**src/rtl/seg7_pkg.sv**
```systemverilog
// Shared definitions for the multiplexed 7-segment scan driver: scanner
// states, segment bit positions and the hex glyph table.
package seg7_pkg;

    typedef enum logic [1:0] {
        ST_OFF,
        ST_BLANK,
        ST_DRIVE
    } scan_state_t;

    // Segment bit positions within the {g,f,e,d,c,b,a} vector.
    localparam int SEG_A_BIT = 0;
    localparam int SEG_B_BIT = 1;
    localparam int SEG_C_BIT = 2;
    localparam int SEG_D_BIT = 3;
    localparam int SEG_E_BIT = 4;
    localparam int SEG_F_BIT = 5;
    localparam int SEG_G_BIT = 6;

    localparam logic [6:0] SEG_A = 7'(1 << SEG_A_BIT);
    localparam logic [6:0] SEG_B = 7'(1 << SEG_B_BIT);
    localparam logic [6:0] SEG_C = 7'(1 << SEG_C_BIT);
    localparam logic [6:0] SEG_D = 7'(1 << SEG_D_BIT);
    localparam logic [6:0] SEG_E = 7'(1 << SEG_E_BIT);
    localparam logic [6:0] SEG_F = 7'(1 << SEG_F_BIT);
    localparam logic [6:0] SEG_G = 7'(1 << SEG_G_BIT);

    // Active-high glyphs, entry 15 first; lower-case b and d keep them distinct from 8 and 0.
    localparam logic [15:0][6:0] HEX_SEG = {
        SEG_A | SEG_E | SEG_F | SEG_G,                          // F
        SEG_A | SEG_D | SEG_E | SEG_F | SEG_G,                  // E
        SEG_B | SEG_C | SEG_D | SEG_E | SEG_G,                  // d
        SEG_A | SEG_D | SEG_E | SEG_F,                          // C
        SEG_C | SEG_D | SEG_E | SEG_F | SEG_G,                  // b
        SEG_A | SEG_B | SEG_C | SEG_E | SEG_F | SEG_G,          // A
        SEG_A | SEG_B | SEG_C | SEG_D | SEG_F | SEG_G,          // 9
        SEG_A | SEG_B | SEG_C | SEG_D | SEG_E | SEG_F | SEG_G,  // 8
        SEG_A | SEG_B | SEG_C,                                  // 7
        SEG_A | SEG_C | SEG_D | SEG_E | SEG_F | SEG_G,          // 6
        SEG_A | SEG_C | SEG_D | SEG_F | SEG_G,                  // 5
        SEG_B | SEG_C | SEG_F | SEG_G,                          // 4
        SEG_A | SEG_B | SEG_C | SEG_D | SEG_G,                  // 3
        SEG_A | SEG_B | SEG_D | SEG_E | SEG_G,                  // 2
        SEG_B | SEG_C,                                          // 1
        SEG_A | SEG_B | SEG_C | SEG_D | SEG_E | SEG_F           // 0
    };

endpackage

```
**src/rtl/seg7_decode.sv**
```systemverilog
// Nibble to active-high segment decoder; a blanked digit lights nothing.
module seg7_decode
    import seg7_pkg::*;
(
    input  logic [3:0] nibble,
    input  logic       blank,
    output logic [6:0] seg_on
);

    assign seg_on = blank ? 7'h00 : HEX_SEG[nibble];

endmodule

```
**src/rtl/seg7_scan_driver.sv**
```systemverilog
// Multiplexed 7-segment scanner: steps one digit per refresh edge with an
// all-off guard gap, and swaps in new display data only at frame wrap.
module seg7_scan_driver
    import seg7_pkg::*;
#(
    parameter int NUM_DIGITS     = 4,
    parameter int GUARD_CYCLES   = 16,
    parameter bit AN_ACTIVE_LOW  = 1'b1,
    parameter bit SEG_ACTIVE_LOW = 1'b1
) (
    input  logic                    clk,
    input  logic                    rst,
    input  logic                    scan_clk,
    input  logic [4*NUM_DIGITS-1:0] value,
    input  logic [NUM_DIGITS-1:0]   dp,
    input  logic                    blank_lz,
    input  logic                    load,
    output logic [NUM_DIGITS-1:0]   an,
    output logic [6:0]              seg,
    output logic                    dp_out,
    output logic                    update_pending,
    output logic                    frame_done
);

    localparam int IDX_W = $clog2(NUM_DIGITS);
    localparam int GRD_W = $clog2(GUARD_CYCLES + 1);
    localparam logic [IDX_W-1:0]      LAST_IDX   = IDX_W'(NUM_DIGITS - 1);
    localparam logic [GRD_W-1:0]      GUARD_LOAD = GRD_W'(GUARD_CYCLES - 1);
    localparam logic [NUM_DIGITS-1:0] AN_OFF     = {NUM_DIGITS{AN_ACTIVE_LOW}};
    localparam logic [6:0]            SEG_OFF    = {7{SEG_ACTIVE_LOW}};

    scan_state_t             state;
    logic [IDX_W-1:0]        idx;
    logic [GRD_W-1:0]        guard_cnt;
    logic [4*NUM_DIGITS-1:0] act_value, shd_value;
    logic [NUM_DIGITS-1:0]   act_dp, shd_dp;
    logic                    act_blz, shd_blz;

    logic scan_meta, scan_sync, scan_prev, scan_edge;

    // scan_clk is only trusted after two flops; the third gives the rising edge.
    always_ff @(posedge clk or posedge rst) begin
        if (rst) begin
            scan_meta <= 1'b0;
            scan_sync <= 1'b0;
            scan_prev <= 1'b0;
        end else begin
            // NOTE: clocked state uses non-blocking assignments so every flop samples pre-edge values.
            scan_meta <= scan_clk;
            scan_sync <= scan_meta;
            scan_prev <= scan_sync;
        end
    end

    assign scan_edge = scan_sync & ~scan_prev;

    logic [IDX_W-1:0]        idx_inc, drive_idx;
    logic                    wrap;
    logic [4*NUM_DIGITS-1:0] nxt_value;
    logic [NUM_DIGITS-1:0]   nxt_dp;
    logic                    nxt_blz;

    // Values that will be active after this edge, so the wrap digit already shows new data.
    always_comb begin
        // NOTE: every combinational output gets a default first so no path can infer a latch.
        nxt_value = act_value;
        nxt_dp    = act_dp;
        nxt_blz   = act_blz;
        idx_inc   = (idx == LAST_IDX) ? '0 : idx + 1'b1;
        drive_idx = (state == ST_BLANK) ? idx_inc : '0;
        wrap      = (state == ST_BLANK) && (guard_cnt == '0) && (idx == LAST_IDX);
        if (wrap && load) begin
            nxt_value = value;
            nxt_dp    = dp;
            nxt_blz   = blank_lz;
        end else if (wrap && update_pending) begin
            nxt_value = shd_value;
            nxt_dp    = shd_dp;
            nxt_blz   = shd_blz;
        end
    end

    logic [NUM_DIGITS-1:0] lz_mask;

    always_comb begin
        logic zero_above;
        zero_above = 1'b1;
        lz_mask    = '0;
        for (int i = NUM_DIGITS - 1; i >= 1; i--) begin
            zero_above = zero_above && (nxt_value[4*i +: 4] == 4'h0);
            lz_mask[i] = zero_above && nxt_blz;
        end
    end

    logic [3:0]            drive_nibble;
    logic [6:0]            drive_seg_on;
    logic [NUM_DIGITS-1:0] an_drive;
    logic [6:0]            seg_drive;
    logic                  dp_drive;

    assign drive_nibble = nxt_value[drive_idx*4 +: 4];

    seg7_decode u_decode (
        .nibble (drive_nibble),
        .blank  (lz_mask[drive_idx]),
        .seg_on (drive_seg_on)
    );

    assign an_drive  = (NUM_DIGITS'(1) << drive_idx) ^ AN_OFF;
    assign seg_drive = drive_seg_on ^ SEG_OFF;
    assign dp_drive  = nxt_dp[drive_idx] ^ SEG_ACTIVE_LOW;

    always_ff @(posedge clk or posedge rst) begin
        if (rst) begin
            // NOTE: display data is a few flops, not a memory array, so it is reset to a known blank value.
            state          <= ST_OFF;
            idx            <= '0;
            guard_cnt      <= '0;
            act_value      <= '0;
            act_dp         <= '0;
            act_blz        <= 1'b0;
            shd_value      <= '0;
            shd_dp         <= '0;
            shd_blz        <= 1'b0;
            update_pending <= 1'b0;
            frame_done     <= 1'b0;
            an             <= AN_OFF;
            seg            <= SEG_OFF;
            dp_out         <= SEG_ACTIVE_LOW;
        end else begin
            frame_done <= 1'b0;

            // A load on the wrap edge is taken straight into active by nxt_*.
            if (wrap) begin
                act_value      <= nxt_value;
                act_dp         <= nxt_dp;
                act_blz        <= nxt_blz;
                update_pending <= 1'b0;
                frame_done     <= 1'b1;
            end else if (load) begin
                shd_value      <= value;
                shd_dp         <= dp;
                shd_blz        <= blank_lz;
                update_pending <= 1'b1;
            end

            case (state)
                ST_OFF: begin
                    if (scan_edge) begin
                        state  <= ST_DRIVE;
                        idx    <= '0;
                        an     <= an_drive;
                        seg    <= seg_drive;
                        dp_out <= dp_drive;
                    end
                end
                ST_DRIVE: begin
                    if (scan_edge) begin
                        state     <= ST_BLANK;
                        guard_cnt <= GUARD_LOAD;
                        an        <= AN_OFF;
                        seg       <= SEG_OFF;
                        dp_out    <= SEG_ACTIVE_LOW;
                    end
                end
                ST_BLANK: begin
                    // Refresh edges during the gap are dropped, not queued.
                    if (guard_cnt == '0) begin
                        state  <= ST_DRIVE;
                        idx    <= drive_idx;
                        an     <= an_drive;
                        seg    <= seg_drive;
                        dp_out <= dp_drive;
                    end else begin
                        guard_cnt <= guard_cnt - 1'b1;
                    end
                end
                default: state <= ST_OFF;
            endcase
        end
    end

endmodule

```
**config.mk**
```make
export PLATFORM = sky130hd
export DESIGN_NAME = seg7_scan_driver
export DESIGN_NICKNAME = d
export VERILOG_FILES = /design/src/rtl/seg7_pkg.sv /design/src/rtl/seg7_decode.sv /design/src/rtl/seg7_scan_driver.sv
export SDC_FILE = /design/constraint.sdc
export NUM_CORES = 1
export LEC_CHECK = 0
export ABC_AREA = 1
export CORE_MARGIN = 3
export CORE_UTILIZATION = 50
export CTS_CLUSTER_SIZE = 20
export DETAILED_ROUTE_END_ITERATION = 12
export PLACE_DENSITY = 0.77
export SLEW_MARGIN = 20
export SYNTH_ARGS = -nofsm -noshare
export SYNTH_HDL_FRONTEND = slang
export SYNTH_SLANG_ARGS = --single-unit
```
**constraint.sdc**
```tcl
create_clock -name clk -period 3.7 [get_ports clk]
set_input_delay 0.74 -clock clk [delete_from_list [all_inputs] [get_ports clk]]
set_output_delay 0.74 -clock clk [all_outputs]
set_load 0.02 [all_outputs]
```
==> results of run 1 <==
## Yosys cell counts (all sizes together)
cell type / count / area, um^2
dfstp: 12 / 315
nand2: 138 / 536
dfrtp: 56 / 1400
a21oi: 16 / 80.1
a31oi: 2 / 18.8
nor4: 1 / 6.26
inv: 67 / 251
o21a: 2 / 15.0
o21ai: 29 / 145
and2: 3 / 18.8
o22ai: 2 / 12.5
clkbuf: 6 / 22.5
buf: 7 / 48.8
nand4: 7 / 50.1
nand3: 46 / 235
mux2: 1 / 11.3
nor2: 66 / 307
ha: 9 / 113
## stage by stage
stage	hold WS, ps	instance area [um^2]	instances	power [uW]
2_1_floorplan	331	3590	470	1550
6_report	355	4320	612	2600
4_1_cts	358	4320	612	2610
3_3_place_gp	339	4070	596	1810
3_5_place_dp	345	4070	596	1840
5_1_grt	361	4320	612	2760
## cell families after synthesis
kind of cell	after synthesis	synth area share, %
and+or+nand+nor	261	32.1
buffers and inverters	80	9.00
DFF	68	47.9
AOI/OAI and AO/OA	51	7.57
adders and majority gates	9	3.14
muxes	1	0.314
## layer usage
layer | vias up | GRT usage, % | share of wire, %
met5 | - | 0 | 0
met4 | 0 | 8.55 | 1.6
met1 | 1471 | 29.9 | 48
met2 | 76 | 35.3 | 46
li1 | 1551 | - | -
met3 | 13 | 4.92 | 4.6
## power breakdown
part | internal [uW] | switching, uW | leakage [uW]
combinational | 325 | 527 | 0.00128
clock | 466 | 296 | 0.000122
sequential | 911 | 73.1 | 0.000785
## cell type report
cell class	count	area, um^2	area share (%)
Timing Repair Buffer	43	430	9.97
Inverter	67	251	5.83
Tap cell	96	120	2.78
Clock inverter	6	111	2.58
Clock buffer	10	138	3.19
Sequential cell	68	1720	39.8
Multi-Input combinational cell	322	1550	35.9
## state kept, by name, indices dropped and copies added, names as in the netlist, 2 cells and up
name / flops
idx: 2
shd_value: 16
state: 2
act_dp: 4
act_value: 16
an: 4
shd_dp: 4
guard_cnt: 5
seg: 7
## worst max path at each step
stage	start	to	slack, ps
floorplan	rst	act_blz	1270
global placement	load	seg[3]	730
detailed placement	load	seg[3]	610
CTS	guard_cnt[1]	seg[3]	720
global route	guard_cnt[0]	seg[3]	330
finish	guard_cnt[1]	seg[3]	660
==> reports/results.ini, run 1 <==
[clocking]
cts_buffer_depth=2
cts_num_sinks=68
cts_tree=done
root_buffer=clkbuf_8
holdBufCountCts=0
cts_setup_buffers=0
path_clk_slew_ps=80
insertion_delay_ps=350
htree_levels=3
cts_made_buffers=9
postCtsResizedCells=0

[finish]
synthToLayoutAreaGrowth_pct=20.3
final_nets=545
final_cell_mix=nand2_1 (135), inv_1 (64), nor2_1 (58)
fillCellCount=601
antenna_cells=0
drive_gt1_share_pct=9.88
fin_util_pct=62.8
layout_commonest_cell=nand2_1

[global_routing]
grt_pass1_vias=3136
antenna_found_initial=0
grt_max_degree=37
grt_usage_pct=22.3
grt_pass1_wl_um=14700
gr-total-overflow=0

[min_path]
hold_class=flip-flop to flip-flop
hold_path_depth=0
min_to=scan_sync
min-delay-start=scan_meta

[setup_path]
ff2ff_setup_slack_ps=660
crit_slowest_cell=dfrtp_1
crit_path_max_incr_delay_ps=410
end_kind=flip-flop
start_kind=flip-flop
reg2reg_depth=17
crit_family=simple AND/OR/NAND/NOR gates
path_class=flip-flop to flip-flop
crit_top_cell=nand3_1
worstPathRequired_ps=3980
path_depth=17
r2r-end=seg[3]
r2r-start=guard_cnt[1]
crit_fanout=14
crit_buf_inv=2
crit_arrival_ps=3320
path_cells=inv_1 > ha_1 > nand2_1 > nor2_2 > nand4_2 > buf_4 > nand2_1 > nand3_1 > nand3_1 > nand2_1 > nor2_1 > ha_1 > o21ai_0 > nand3_1 > nand3_1 > nor2_1 > nor2_1

[place]
post-place-ws_ps=612
gp_congestion=0.891
dp_hpwl_um=5870
port-buffer-count=38

[sta]
worst_slew_pin_slew_ps=781
tns_ps=0
rsz0062_at_grt=false
finalMaxSlewViolations=0
fmax_mhz=329
period_share_pct=82.1
period_needed_ps=3040
setup_ws_ps=663
setup_viol=0
max-slew-margin-rel_pct=47.8
fin_skew_ps=9.90
hold_violations=0

[routing]
vias=3111
drt-pass1-iter-count=4
viasPerCell=5.08
wl_per_cell_um=13.6
drt-initial-drc-count=258
drc_errors=0
wl_um=8300
ant_nets=0

[floorplan]
rows=30
die_w_um=90.7
dieArea_um2=8230
ios=39
fp.coreArea_um2=6870
die_h_um=90.7
initial_core_util_pct=52.2

[yosys]
synth.avg_cell_area_um2=7.63
yosys_warnings=0
syn_inst=470
synth_nets=504
ys_seq_area_share_pct=47.9
syn_area_um2=3590
synth_cell_types=30
synth_seq_cells=68

[job]
maxCapViolations=0

[power]
peakVddDrop_v=0.000353
p_per_area_nw_per_um2=602
p_leak_uw=0.00219

[run_status]
status=completed

(Power assumes the default switching activity.)
==> inputs of run 2 (changes only) <==
--- a/config.mk
+++ b/config.mk
@@ -10,7 +10,7 @@
 export CORE_UTILIZATION = 50
 export CTS_CLUSTER_SIZE = 20
 export DETAILED_ROUTE_END_ITERATION = 12
-export PLACE_DENSITY = 0.77
+export PLACE_DENSITY = 0.8
 export SLEW_MARGIN = 20
 export SYNTH_ARGS = -nofsm -noshare
 export SYNTH_HDL_FRONTEND = slang
==> constraint.sdc (replaced) <==
create_clock -name clk -period 2.7 [get_ports clk]
set_input_delay 0.54 -clock clk [delete_from_list [all_inputs] [get_ports clk]]
set_output_delay 0.54 -clock clk [all_outputs]
set_load 0.02 [all_outputs]
==> reports/results.ini, run 2 (synthesized netlist as in run 1, its figures left out) <==
[min_path]
min-delay-start=scan_meta
hold_class=flip-flop to flip-flop
min_to=scan_sync
hold_path_depth=0

[routing]
drt-pass1-iter-count=7
ant_nets=0
drt-initial-drc-count=390
viasPerCell=5.18
vias=3345
wl_per_cell_um=14.0
wl_um=9060
drc_errors=0

[setup_path]
ff2ff_setup_slack_ps=140
worstPathRequired_ps=2980
end_kind=flip-flop
crit_fanout=7
crit_arrival_ps=2850
r2r-end=seg[2]
reg2reg_depth=19
r2r-start=guard_cnt[0]
path_class=flip-flop to flip-flop
start_kind=flip-flop

[sta]
hold_violations=0
fmax_mhz=390
setup_viol=0
max-slew-margin-rel_pct=64.8
finalMaxSlewViolations=0
fin_skew_ps=6.69
period_needed_ps=2560
period_share_pct=95.0
worst_slew_pin_slew_ps=526
setup_ws_ps=136

[global_routing]
grt_pass1_vias=3136
antenna_found_initial=0
grt_pass1_wl_um=14500
grt_max_degree=50
grt_usage_pct=21.8
gr-total-overflow=0

[clocking]
htree_levels=3
insertion_delay_ps=350
cts_tree=done
cts_made_buffers=9
cts_num_sinks=68
path_clk_slew_ps=80
cts_buffer_depth=2
root_buffer=clkbuf_8

[floorplan]
ios=39
die_h_um=90.7
initial_core_util_pct=52.2
die_w_um=90.7
dieArea_um2=8230
fp.coreArea_um2=6870
rows=30

[finish]
antenna_cells=0
layout_commonest_cell=nand2_1
final_nets=579
reg_top3=act_value x16, shd_value x16, seg x7
drive_gt1_share_pct=21.3
final_cell_mix=nand2_1 (120), inv_1 (60), dfrtp_1 (56)
synthToLayoutAreaGrowth_pct=29.6
fillCellCount=529

[place]
dp_hpwl_um=6220
gp_congestion=0.938
post-place-ws_ps=1.36
port-buffer-count=38

[power]
peakVddDrop_v=0.000486
p_per_area_nw_per_um2=744
p_leak_uw=0.00232
power_uw=3460

[job]
maxCapViolations=0

[run_status]
status=completed

-- run 2: metrics by stage --
| step | hold WS, ps | utilization, % | TNS [ps] | cell area (um^2) | cells |
|---|---|---|---|---|---|
| 6_report | 356 | 67.7 | 0 | 4650 | 646 |
| 5_1_grt | 361 | 67.7 | -168 | 4650 | 646 |
| 4_1_cts | 358 | 63.5 | 0 | 4360 | 626 |
| 3_5_place_dp | 340 | 60.7 | 0 | 4170 | 610 |
| 3_3_place_gp | 337 | 60.7 | 0 | 4170 | 610 |
| 2_1_floorplan | 331 | - | 0 | 3590 | 470 |
-- run 2: what timing repair did --
item,CTS,global route
cloned,0,2
buffers inserted,0,18
resized for setup,4,41
pin swaps,1,21
setup endpoints to repair,3,7
hold buffers,0,0
hold endpoints to repair,0,0
-- run 2: critical path: stages (launching register included) --
cell and delay, ps:
dfrtp_1 390, inv_2 100, ha_4 140, nand2_1 80, nor2_4 140, nand2_2 100, nor2_4 200, nand2_4 120
nand3_2 100, nand2_2 70, nand2_1 110, nand2_2 70, nor2_4 170, inv_2 60, buf_4 140, ha_1 170
nand2_1 80, nand2_1 50, a21oi_1 150, nor2_1 60
-- run 2: power by group --
| part | internal [uW] | switching (uW) | total, uW |
|---|---|---|---|
| logic | 554 | 822 | 1380 |
| registers | 1250 | 100 | 1350 |
| clock network | 327 | 406 | 733 |
-- run 2: cell type report --
cell class / count / area [um^2] / share of cell area (%)
Sequential cell: 68 / 1720 / 36.9
Multi-Input combinational cell: 324 / 1690 / 36.4
Inverter: 67 / 251 / 5.41
Clock inverter: 7 / 43.8 / 0.942
Clock buffer: 9 / 124 / 2.66
Tap cell: 96 / 120 / 2.58
Timing Repair Buffer: 75 / 702 / 15.1
-- run 2: worst max-delay path by stage --
stage / to / cells past startpoint / start
after floorplan: seg[3] / 19 / guard_cnt[0]
after global placement: seg[0] / 16 / load
after detailed placement: seg[0] / 19 / guard_cnt[0]
after CTS: seg[0] / 19 / guard_cnt[0]
after global routing: seg[6] / 18 / guard_cnt[1]
final: seg[2] / 19 / guard_cnt[0]
-- run 2: layer usage --
metal  vias to the layer above  track usage (%)  share of wire, %
met3                        11             5.83               7.6
met2                       138             33.6                47
li1                       1619                -                 -
met5                         -                0                 0
met1                      1577             29.4                44
met4                         0             8.55               1.5
